==> src/rtl/parallel_to_serial_if.sv <==
// Bundle between the result serializer, the shared operand RAM read port and the UART transmitter.
// The master modport is the serializer's side of the bundle.
interface parallel_to_serial_if #(
    parameter int ABITS = 8,
    parameter int DBITS = 256
);
    logic             start;
    logic [ABITS-1:0] rd_addr;
    logic             rd_en;
    logic [DBITS-1:0] rd_data;
    logic [7:0]       tx_byte;
    logic             tx_valid;
    logic             tx_ready;
    logic             busy;
    logic             done;

    modport master (
        input  start, rd_data, tx_ready,
        output rd_addr, rd_en, tx_byte, tx_valid, busy, done
    );

    modport slave (
        output start, rd_data, tx_ready,
        input  rd_addr, rd_en, tx_byte, tx_valid, busy, done
    );
endinterface

==> src/rtl/parallel_to_serial.sv <==
// Reads the N-bit RSA result word from RAM once and streams it to the UART
// one byte at a time, most significant byte first.
module parallel_to_serial #(
    parameter int N        = 32,
    parameter int Nlog2    = 5,
    parameter int ABITS    = 8,
    parameter int DBITS    = 256,
    parameter int RES_ADDR = 4
) (
    input  logic                 clk,
    input  logic                 rst,
    parallel_to_serial_if.master bus
);
    localparam int NBYTES = N / 8;
    localparam logic [Nlog2-1:0] LAST_BYTE = Nlog2'(NBYTES - 1);

    typedef enum logic [2:0] {
        IDLE,
        READ,
        CAPTURE,
        SEND,
        DONE
    } state_t;

    state_t           state_q;
    logic [N-1:0]     shift_q;
    logic [N-1:0]     shift_d;
    logic [Nlog2-1:0] cnt_q;
    logic [ABITS-1:0] rd_addr_q;
    logic             rd_en_q;
    logic [7:0]       tx_byte_q;
    logic             tx_valid_q;
    logic             done_q;

    // The byte after the current one is the top of the shifted word, which also covers N == 8.
    assign shift_d = shift_q << 8;

    always_ff @(posedge clk or posedge rst) begin
        if (rst) begin
            state_q    <= IDLE;
            shift_q    <= '0;
            cnt_q      <= '0;
            rd_addr_q  <= '0;
            rd_en_q    <= 1'b0;
            tx_byte_q  <= 8'h00;
            tx_valid_q <= 1'b0;
            done_q     <= 1'b0;
        end else begin
            case (state_q)
                IDLE: begin
                    if (bus.start) begin
                        state_q   <= READ;
                        rd_en_q   <= 1'b1;
                        rd_addr_q <= ABITS'(RES_ADDR);
                    end
                end
                READ: begin
                    state_q   <= CAPTURE;
                    rd_en_q   <= 1'b0;
                    rd_addr_q <= '0;
                end
                CAPTURE: begin
                    state_q    <= SEND;
                    shift_q    <= bus.rd_data[N-1:0];
                    cnt_q      <= '0;
                    tx_byte_q  <= bus.rd_data[N-1:N-8];
                    tx_valid_q <= 1'b1;
                end
                SEND: begin
                    if (tx_valid_q && bus.tx_ready) begin
                        shift_q <= shift_d;
                        cnt_q   <= cnt_q + Nlog2'(1);
                        if (cnt_q == LAST_BYTE) begin
                            state_q    <= DONE;
                            tx_valid_q <= 1'b0;
                            done_q     <= 1'b1;
                        end else begin
                            tx_byte_q <= shift_d[N-1:N-8];
                        end
                    end
                end
                DONE: begin
                    state_q <= IDLE;
                    done_q  <= 1'b0;
                end
                default: begin
                    state_q <= IDLE;
                end
            endcase
        end
    end

    // RAM bits above the result word carry other operands and are deliberately ignored.
    generate
        if (DBITS > N) begin : g_unused_hi
            logic unused_rd_hi;
            assign unused_rd_hi = ^bus.rd_data[DBITS-1:N];
        end
    endgenerate

    assign bus.rd_addr  = rd_addr_q;
    assign bus.rd_en    = rd_en_q;
    assign bus.tx_byte  = tx_byte_q;
    assign bus.tx_valid = tx_valid_q;
    assign bus.done     = done_q;
    assign bus.busy     = (state_q != IDLE);
endmodule

==> src/flat_wrapper.sv <==
// flat-port wrapper written by rule: the top's interface ports become plain ports
module parallel_to_serial_flat 
#(
    parameter int N        = 32,
    parameter int Nlog2    = 5,
    parameter int ABITS    = 8,
    parameter int DBITS    = 256,
    parameter int RES_ADDR = 4
)
  (clk, rst, bus_start, bus_rd_data, bus_tx_ready, bus_rd_addr, bus_rd_en, bus_tx_byte, bus_tx_valid, bus_busy, bus_done);
  parallel_to_serial_if #(.ABITS(ABITS), .DBITS(DBITS)) bus_i ();
  input  logic clk;
  input  logic rst;
  input wire logic [$bits(bus_i.start)-1:0] bus_start;
  input wire logic [$bits(bus_i.rd_data)-1:0] bus_rd_data;
  input wire logic [$bits(bus_i.tx_ready)-1:0] bus_tx_ready;
  output wire logic [$bits(bus_i.rd_addr)-1:0] bus_rd_addr;
  output wire logic [$bits(bus_i.rd_en)-1:0] bus_rd_en;
  output wire logic [$bits(bus_i.tx_byte)-1:0] bus_tx_byte;
  output wire logic [$bits(bus_i.tx_valid)-1:0] bus_tx_valid;
  output wire logic [$bits(bus_i.busy)-1:0] bus_busy;
  output wire logic [$bits(bus_i.done)-1:0] bus_done;
  assign bus_i.start = bus_start;
  assign bus_i.rd_data = bus_rd_data;
  assign bus_i.tx_ready = bus_tx_ready;
  assign bus_rd_addr = bus_i.rd_addr;
  assign bus_rd_en = bus_i.rd_en;
  assign bus_tx_byte = bus_i.tx_byte;
  assign bus_tx_valid = bus_i.tx_valid;
  assign bus_busy = bus_i.busy;
  assign bus_done = bus_i.done;
  parallel_to_serial #(.N(N), .Nlog2(Nlog2), .ABITS(ABITS), .DBITS(DBITS), .RES_ADDR(RES_ADDR)) u_core (.clk(clk), .rst(rst), .bus(bus_i));
endmodule
==> config.mk <==
export PLATFORM = sky130hd
export DESIGN_NAME = parallel_to_serial_flat
export DESIGN_NICKNAME = d
export VERILOG_FILES = /design/src/rtl/parallel_to_serial_if.sv /design/src/rtl/parallel_to_serial.sv /design/src/flat_wrapper.sv
export SDC_FILE = /design/constraint.sdc
export NUM_CORES = 1
export LEC_CHECK = 0
export ABC_AREA = 1
export BUFFER_PORTS_ARGS = -buffer_cell sky130_fd_sc_hd__buf_2
export CAP_MARGIN = 20
export CELL_PAD_IN_SITES_DETAIL_PLACEMENT = 1
export CELL_PAD_IN_SITES_GLOBAL_PLACEMENT = 1
export CORE_MARGIN = 4
export CORE_UTILIZATION = 18
export CTS_CLUSTER_DIAMETER = 80
export DETAILED_ROUTE_END_ITERATION = 12
export PLACE_DENSITY = 0.8
export SLEW_MARGIN = 40
export SYNTH_ARGS = -nofsm -noshare
export SYNTH_HDL_FRONTEND = slang
export SYNTH_SLANG_ARGS = --single-unit
==> constraint.sdc <==
create_clock -name clk -period 1.25 [get_ports clk]
set_input_delay 0.0625 -clock clk [delete_from_list [all_inputs] [get_ports clk]]
set_output_delay 0.0625 -clock clk [all_outputs]
set_load 0.005 [all_outputs]
==> out/summary.txt, run 1 <==
cell leakage power = 0.00154 uW
Final period util = 1.03
failing checks = negative setup slack
routability cong. = 0.775
switch share = 0.426
unrepaired setup endpoints after global routing = true
Logic pwr share = 0.588
# IOs = 280
met3 wire length = 346 um
Worst-Skew Late Latency = 0.29 ns
placed cell area = 2690 sq um
worst hold path class = in -> reg
CP Data Required Time = 1.40 ns
Detail Route Antenna Nets = 0
H-tree Lvls = 2
status = complete, but fails checks
largest net degree at the start of global routing = 50
Syn Inst Count = 275
Tot GR Track Use = 0.0922
mapped cell area = 2200 sq um
fin cells = 501
met1 wire length = 2850 um
met2 wire length = 3310 um
average cell area after synthesis = 8.00 sq um
Final setup viols = 27
die height = 119 um
maximum capacitance violations = 0
clk slew on worst S/H paths = 0.06 ns
Synth Register Bits = 43
fmax = 775 MHz
DP HPWL = 4460 um
drt drc = 0
nature of the critical path startpoint = register
Sink Count = 43
antenna cells = 0
Setup WS post-layout = -0.0406 ns
Crit Path Class = reg -> reg
leading area contributor after synthesis = dfrtp_1
clock skew = 0.00556 ns
net switching power = 3650 uW
CTS tree = yes
Worst Path Max Fanout = 9
Pins Over Slew Limit = 0
PwrDens = 2690 nW/um^2
top-area cell type share of the netlist area = 0.489
initial antenna violation count = 0
Net count, final = 614
Seq pwr share = 0.264
Starting Density = 0.183
fillcell total = 1458
DR pass1 iterations = 4
vias = 2018
final hold violation count = 0
first-pass GRT wire length = 10600 um
Synth area leaders = dfrtp_1 (49%), nand2_1 (14%), o21ai_0 (7.7%)
Syn. warnings = 0
IO Port Bufs = 48
internal power contribution = 4930 uW
Tmin final = 1.29 ns
final hold slack = 0.00960 ns
share of cells above drive strength 1 = 0.362
Final Cell Area = 3180 sq um
CP Data Arrival Time = 1.45 ns
area grow syn2layout = 44.6%
Die Footprint = 14100 sq um
vias in the first global route = 2181
std cell rows = 40
Synth cell types = 25
Worst Setup End Kind = register
Avg WL per Cell = 13.2 um
register area share after synthesis = 0.489
Vias/cell = 4.03
Iter 0 DRT Violations = 38
core area = 12000 sq um
Clk network pwr share = 0.149
CTS root buffer = clkbuf_16
dpl cells = 473
Clock Tree Buf Depth = 2
WL final = 6590 um
die width = 119 um
Peak VDD IR = 0.000904 V
Fin Setup TNS = -0.511 ns
Max Used Layer = met4
post-place setup slack = -0.118 ns
TritonCTS Buffers = 5
grt total ovfl = 0
[synthesized netlist by cell type, drive strengths merged]
library cell / number
clkbuf: 1
conb: 1
ha: 1
nor2: 10
nor3: 1
nand4: 3
inv: 38
xnor2: 1
a21oi: 3
o21ai: 53
nand2: 85
dfrtp: 43
nand3: 16
buf: 19
[metrics by stage]
step           power [uW]   util
6_report             8580  0.265
5_1_grt              9370  0.265
4_1_cts              7810  0.250
3_5_place_dp         6000  0.224
3_3_place_gp         5820  0.224
2_1_floorplan        4870      -
[logic make-up (layout without fill, tap and decap cells)]
family | after synthesis | in the layout | synth area share
AO/OA/AOI/OAI | 56 | 56 | 0.146
XOR/XNOR | 1 | 1 | 0.00398
adder cells (fa/ha/maj) | 1 | 1 | 0.00568
buffers and inverters | 58 | 130 | 0.127
flip-flops | 43 | 43 | 0.489
other | 1 | 7 | 0.00170
AND/OR/NAND/NOR | 115 | 116 | 0.227
[timing repair]
| item | 4_1_cts | 5_1_grt |
|---|---|---|
| hold buffers | 6 | 0 |
| cloned | 2 | 4 |
| buffers inserted | 5 | 4 |
| endpoints found under the hold margin | 48 | 0 |
| pin swaps | 4 | 6 |
| setup endpoints to repair | 39 | 43 |
| resized for setup | 14 | 38 |
[registers in the layout (all words and copies together) (netlist names)]
name	count
u_core.shift_q	24
u_core.bus.tx_byte	8
u_core.cnt_q	5
u_core.state_q	3
u_core.bus.done	1
u_core.bus.rd_addr	1
u_core.bus.tx_valid	1
[power by group through the flow]
stage	clock [uW]	combinational, uW	sequential, uW
floorplan	0	2700	2170
global placement	0	3610	2210
detailed placement	0	3750	2250
CTS	1310	4260	2230
global route	1380	5660	2330
finish	1270	5040	2260
[layout by cell type, fill, tap and decap left out, types with 3 or more instances in the layout]
| cell type | instances |
|---|---|
| nand2_4 | 3 |
| buf_12 | 5 |
| buf_2 | 48 |
| buf_6 | 5 |
| nand4_1 | 3 |
| dfrtp_1 | 41 |
| inv_1 | 31 |
| clkbuf_16 | 7 |
| nand2_2 | 8 |
| inv_2 | 5 |
| conb_1 | 7 |
| nand3_1 | 10 |
| o21ai_2 | 10 |
| buf_4 | 17 |
| nand3_2 | 5 |
| nor2_1 | 6 |
| o21ai_1 | 25 |
| dlygate4sd3_1 | 6 |
| o21ai_0 | 18 |
| nand2_1 | 74 |
[cell type report]
class,instances,area (sq um),area share
Clock inverter,2,12.5,0.00393
Tap cell,147,184,0.0578
Sequential cell,43,1080,0.339
Timing Repair Buffer,84,649,0.204
Multi-Input combinational cell,181,985,0.309
Clock buffer,6,129,0.0405
Inverter,38,145,0.0456
[worst max-delay path, stage by stage, from the launching register on]
cell     delay, ns
dfrtp_1       0.39
inv_2         0.12
nand2_4       0.10
a21oi_4       0.19
buf_12        0.15
buf_8         0.12
o21ai_0       0.09
[layer usage]
metal | up-vias | track usage
met5 | - | 0
met4 | 0 | 0.0224
met3 | 10 | 0.0301
met2 | 43 | 0.161
met1 | 954 | 0.110
li1 | 1011 | -
[final timing paths]
check	start	endpoint	slack [ns]	cells after the start
worst max register to register	u_core.state_q[2]$_DFFE_PP0P_	u_core.shift_q[7]$_DFFE_PP0P_	-0.04	6
worst min register to register	u_core.bus.tx_byte[3]$_DFFE_PP0P_	u_core.bus.tx_byte[3]$_DFFE_PP0P_	0.51	2
worst min-delay path	bus_rd_data[6]	u_core.shift_q[6]$_DFFE_PP0P_	0.01	3
max in group asynchronous	rst	u_core.state_q[0]$_DFFE_PP0P_	0.65	4
worst max-delay path	u_core.state_q[2]$_DFFE_PP0P_	u_core.shift_q[7]$_DFFE_PP0P_	-0.04	6
min in group asynchronous	rst	u_core.shift_q[6]$_DFFE_PP0P_	0.35	4
Note: power is estimated with default switching activity, not from simulation.
==> run 2: changes to the inputs <==
--- a/config.mk
+++ b/config.mk
@@ -15,6 +15,7 @@
 export CTS_CLUSTER_DIAMETER = 80
 export DETAILED_ROUTE_END_ITERATION = 12
 export PLACE_DENSITY = 0.8
+export SKIP_CTS_REPAIR_TIMING = 1
 export SLEW_MARGIN = 40
 export SYNTH_ARGS = -nofsm -noshare
 export SYNTH_HDL_FRONTEND = slang
==> run 2 against run 1 <==
  * The flow finishes with violations (negative hold slack, negative setup slack)
  * Design area is 0.75% lower
  * Maximum frequency is 2.6% lower
  * Global-route usage is 0.64 points lower
  * Sequential power hardly changed
  * Cell count is 0.80% lower
  * Non-clock buffer count is 4 lower
  * Sequential share of layout area is 0.25 points higher
  * Die area stayed put
  * Worst hold slack worse by 0.012 ns
  * Flip-flop and latch count stayed put
  * Setup slack worse by 0.034 ns
  * Register-to-register slack worse by 0.03 ns
  * Critical endpoint is now u_core.shift_q[20]$_DFFE_PP0P_
  * Highest routed layer unchanged
==> out/summary.txt, run 2 (synthesis results as in run 1) <==
status = complete, but fails checks
failing checks = negative hold slack, negative setup slack
std cell rows = 40
final hold slack = -0.00282 ns
fmax = 755 MHz
Setup WS post-layout = -0.0745 ns
most frequent cells in the layout = nand2_1 (70), buf_2 (48), dfrtp_1 (41), inv_1 (32), o21ai_1 (23)
fillcell total = 1466
nature of the critical path startpoint = register
Crit Path Class = reg -> reg
Clock Tree Buf Depth = 2
die height = 119 um
Vias/cell = 3.99
Final setup viols = 35
crit path buf inv count = 3
area grow syn2layout = 43.5%
Largest Register = u_core.shift_q
Sink Count = 43
Top delay family on crit path = buffers and inverters
CTS tree = yes
Final Cell Area = 3160 sq um
Avg WL per Cell = 12.8 um
WL final = 6380 um
Detail Route Antenna Nets = 0
first-pass GRT wire length = 9890 um
cell leakage power = 0.00155 uW
FF-to-FF setup slack = -0.07 ns
Worst Path Max Fanout = 7
vias in the first global route = 2062
initial antenna violation count = 0
Max stage delay on crit path = 0.39 ns
maximum capacitance violations = 0
max reg flops = 24
IO Port Bufs = 48
Iter 0 DRT Violations = 34
CP Data Required Time = 1.46 ns
antenna cells = 0
routability cong. = 0.775
TritonCTS Buffers = 5
placed cell area = 2690 sq um
Net count, final = 610
final hold violation count = 2
unrepaired setup endpoints after global routing = true
core area = 12000 sq um
Peak VDD IR = 0.000863 V
# IOs = 280
Tmin final = 1.32 ns
met2 wire length = 3300 um
clk slew on worst S/H paths = 0.06 ns
Worst Setup End Kind = register
Final period util = 1.06
CP Data Arrival Time = 1.54 ns
vias = 1982
Fin Setup TNS = -1.44 ns
die width = 119 um
Tot GR Track Use = 0.0858
DR pass1 iterations = 4
met1 wire length = 2720 um
commonest non-fill, non-tap cell in the layout = nand2_1
met3 wire length = 328 um
largest net degree at the start of global routing = 50
Die Footprint = 14100 sq um
DP HPWL = 4460 um
slowest stage cell, crit path = dfrtp_1
Pins Over Slew Limit = 0
H-tree Lvls = 2
Starting Density = 0.183
grt total ovfl = 0
Max Used Layer = met4
CP Cell Sequence = inv_2, nand2_4, a21oi_4, buf_12, clkbuf_16, nand2_2, o21ai_1
drt drc = 0
PwrDens = 2700 nW/um^2
Worst-Skew Late Latency = 0.29 ns
clock skew = 0.00613 ns
worst hold path class = in -> reg
share of cells above drive strength 1 = 0.366
CTS root buffer = clkbuf_16
-- run 2: cell count changes in the layout (fill, tap and decap cells not counted), sizes merged --
| cell | previous run | this run |
|---|---|---|
| clkbuf | 8 | 9 |
| dlygate4sd3 | 6 | 5 |
| buf | 76 | 72 |
-- run 2: worst register-to-register path, delay by kind of cell (launching register included) --
family	cells	cell delay [ns]
AOI/OAI and AO/OA	2	0.27
and+or+nand+nor	2	0.15
buffers and inverters	3	0.44
DFF	1	0.39
-- run 2: worst paths after layout --
path | from | to | cells past startpoint
worst max-delay path | u_core.state_q[2]$_DFFE_PP0P_ | u_core.shift_q[20]$_DFFE_PP0P_ | 7
worst min-delay path | bus_rd_data[4] | u_core.shift_q[4]$_DFFE_PP0P_ | 3
worst max register to register | u_core.state_q[2]$_DFFE_PP0P_ | u_core.shift_q[20]$_DFFE_PP0P_ | 7
worst min register to register | u_core.bus.tx_byte[3]$_DFFE_PP0P_ | u_core.bus.tx_byte[3]$_DFFE_PP0P_ | 2
max in group asynchronous | rst | u_core.state_q[0]$_DFFE_PP0P_ | 4
min in group asynchronous | rst | u_core.shift_q[6]$_DFFE_PP0P_ | 4
-- run 2: routing by layer --
| layer | GRT usage | up-vias |
|---|---|---|
| met1 | 0.105 | 940 |
| met3 | 0.0292 | 6 |
| met2 | 0.145 | 38 |
| met4 | 0.0196 | 0 |
| li1 | - | 998 |
| met5 | 0 | - |
-- run 2: power breakdown --
| group | switching (uW) | internal [uW] |
|---|---|---|
| Clock | 537 | 737 |
| Sequential | 280 | 1950 |
| Combinational | 2840 | 2180 |
-- run 2: area by class of cell --
| class | count | area (sq um) | share of cell area |
|---|---|---|---|
| inverter | 38 | 145 | 0.0459 |
| timing repair buffer | 80 | 611 | 0.193 |
| tap | 147 | 184 | 0.0582 |
| multi-input combinational | 181 | 1000 | 0.316 |
| sequential | 43 | 1080 | 0.341 |
| clock buffer | 6 | 129 | 0.0408 |
| clock inverter | 2 | 12.5 | 0.00396 |
-- run 2: stage by stage --
step	std cells	util	total power, uW	worst slack, ns
after global routing	497	0.263	9290	-0.136
after global placement	473	0.224	5820	-0.0439
after CTS	481	0.236	7330	-0.134
after floorplan	281	-	4870	0.0142
after detailed placement	473	0.224	6000	-0.118
final	497	0.263	8530	-0.0745
==> run 3: changes to the inputs <==
--- a/config.mk
+++ b/config.mk
@@ -11,10 +11,10 @@
 export CELL_PAD_IN_SITES_DETAIL_PLACEMENT = 1
 export CELL_PAD_IN_SITES_GLOBAL_PLACEMENT = 1
 export CORE_MARGIN = 4
-export CORE_UTILIZATION = 18
+export CORE_UTILIZATION = 20
 export CTS_CLUSTER_DIAMETER = 80
 export DETAILED_ROUTE_END_ITERATION = 12
-export PLACE_DENSITY = 0.8
+export PLACE_DENSITY = 0.84
 export SKIP_CTS_REPAIR_TIMING = 1
 export SLEW_MARGIN = 40
 export SYNTH_ARGS = -nofsm -noshare
==> constraint.sdc (replaced) <==
create_clock -name clk -period 1.4 [get_ports clk]
set_input_delay 0.07 -clock clk [delete_from_list [all_inputs] [get_ports clk]]
set_output_delay 0.07 -clock clk [all_outputs]
set_load 0.005 [all_outputs]
==> run 3 against run 2 <==
  * The run ends with negative hold slack left
  * Clock power shrank 41%
  * Clock-buffer cell count did not move
  * Sequential power down 11%
  * Worst hold slack lost 0.012 ns
  * Global-route usage is 0.64 points higher
  * Core utilization increased by 0.60 points
  * Die area fell by 9.3%
  * Flip-flop and latch count unchanged
  * Register-to-register slack better by 0.14 ns
  * Setup slack gained 0.14 ns
  * Via count down 2.2%
  * Critical path type unchanged
  * Largest cell class unchanged
==> out/summary.txt, run 3 (synthesis results as in run 1) <==
nature of the critical path startpoint = register
Net count, final = 599
vias in the first global route = 2073
Multi-input gate area = 908 sq um
FF+latch area = 1080 sq um
first-pass GRT wire length = 9740 um
Clock Tree Buf Depth = 2
Tmin final = 1.34 ns
H-tree Lvls = 2
Die Footprint = 12700 sq um
initial antenna violation count = 0
Avg WL per Cell = 13.2 um
Pins Over Slew Limit = 0
commonest non-fill, non-tap cell in the layout = nand2_1
CTS tree = yes
maximum capacitance violations = 0
Fin Setup TNS = 0 ns
DR pass1 iterations = 4
Final setup viols = 0
Sink Count = 43
cell leakage power = 0.00142 uW
clk slew on worst S/H paths = 0.08 ns
std cell rows = 38
status = complete, but fails checks
unrepaired setup endpoints after global routing = true
CP Data Arrival Time = 1.55 ns
Pwr Total = 6710 uW
antenna cells = 0
Largest Register = u_core.shift_q
die height = 113 um
area grow syn2layout = 32.0%
DP HPWL = 4280 um
fmax = 748 MHz
fin cells = 477
share of cells above drive strength 1 = 0.294
CP Data Required Time = 1.61 ns
worst hold path class = in -> reg
Worst-Skew Late Latency = 0.29 ns
drt drc = 0
Final period util = 0.956
Peak VDD IR = 0.000819 V
Iter 0 DRT Violations = 78
routability cong. = 0.731
fillcell total = 1305
die width = 113 um
max reg flops = 24
core area = 10800 sq um
Tot GR Track Use = 0.0922
failing checks = negative hold slack
CTS root buffer = clkbuf_8
dpl cells = 458
clock skew = 0.00802 ns
IO Port Bufs = 48
final hold slack = -0.0147 ns
Starting Density = 0.204
TritonCTS Buffers = 5
final hold violation count = 6
Crit Path Class = reg -> reg
PwrDens = 2310 nW/um^2
Detail Route Antenna Nets = 0
Vias/cell = 4.06
most frequent cells in the layout = nand2_1 (81), buf_2 (48), dfrtp_1 (40), inv_1 (33), o21ai_0 (33)
Worst Setup End Kind = register
WL final = 6320 um
Worst Path Max Fanout = 20
grt total ovfl = 0
# IOs = 280
largest net degree at the start of global routing = 50
vias = 1938
run 3: changes by cell type in the layout (fill, tap and decap cells not counted), sizes merged:
cell	before	now
buf	72	63
clkinv	2	1
clkinvlp	1	0
clkbuf	9	10
dlygate4sd3	5	2
run 3: stage by stage:
step	worst slack, ns	util	area, sq um
final	0.0623	0.269	2900
after global placement	-0.0154	0.242	2610
after CTS	-0.0979	0.248	2680
after detailed placement	-0.0682	0.242	2610
after global routing	-0.0110	0.269	2900
after floorplan	0.121	-	2220
run 3: cell type report:
class	instances	share of cell area
repair buffers	69	0.180
flip-flops and latches	43	0.372
inverters	38	0.0500
clock buffers	6	0.0250
multi-input cells	181	0.313
well taps	140	0.0603
run 3: where the power goes:
group / switching, uW / total (uW) / internal, uW
Combinational: 2260 / 3960 / 1700
Clock: 415 / 748 / 334
Sequential: 258 / 2000 / 1740
Total: 2930 / 6710 / 3770
run 3: critical path: stages (launching register included):
cell and delay, ns:
dfrtp_2 0.45, inv_4 0.10, nand2_4 0.09, a21oi_4 0.17
buf_12 0.14, clkbuf_16 0.17, nand2_1 0.06, o21ai_0 0.07
run 3: per-layer routing:
layer  global-route usage  wire (um)  share of wire
met1                0.125       2900           0.46
met2                0.148       2980           0.47
met3               0.0262        393          0.062
met4               0.0192         44         0.0070
met5                    0          0              0
run 3: path summary, 6_finish.rpt:
| check | endpoint | from | depth (start not counted) | slack [ns] |
|---|---|---|---|---|
| max | u_core.shift_q[20]$_DFFE_PP0P_ | u_core.state_q[2]$_DFFE_PP0P_ | 7 | 0.06 |
| min in group asynchronous | u_core.shift_q[6]$_DFFE_PP0P_ | rst | 4 | 0.35 |
| max in group asynchronous | u_core.shift_q[20]$_DFFE_PP0P_ | rst | 4 | 0.83 |
| max reg2reg | u_core.shift_q[20]$_DFFE_PP0P_ | u_core.state_q[2]$_DFFE_PP0P_ | 7 | 0.06 |
| min | u_core.shift_q[4]$_DFFE_PP0P_ | bus_rd_data[4] | 3 | -0.01 |
| min reg2reg | u_core.bus.tx_byte[1]$_DFFE_PP0P_ | u_core.bus.tx_byte[1]$_DFFE_PP0P_ | 2 | 0.52 |
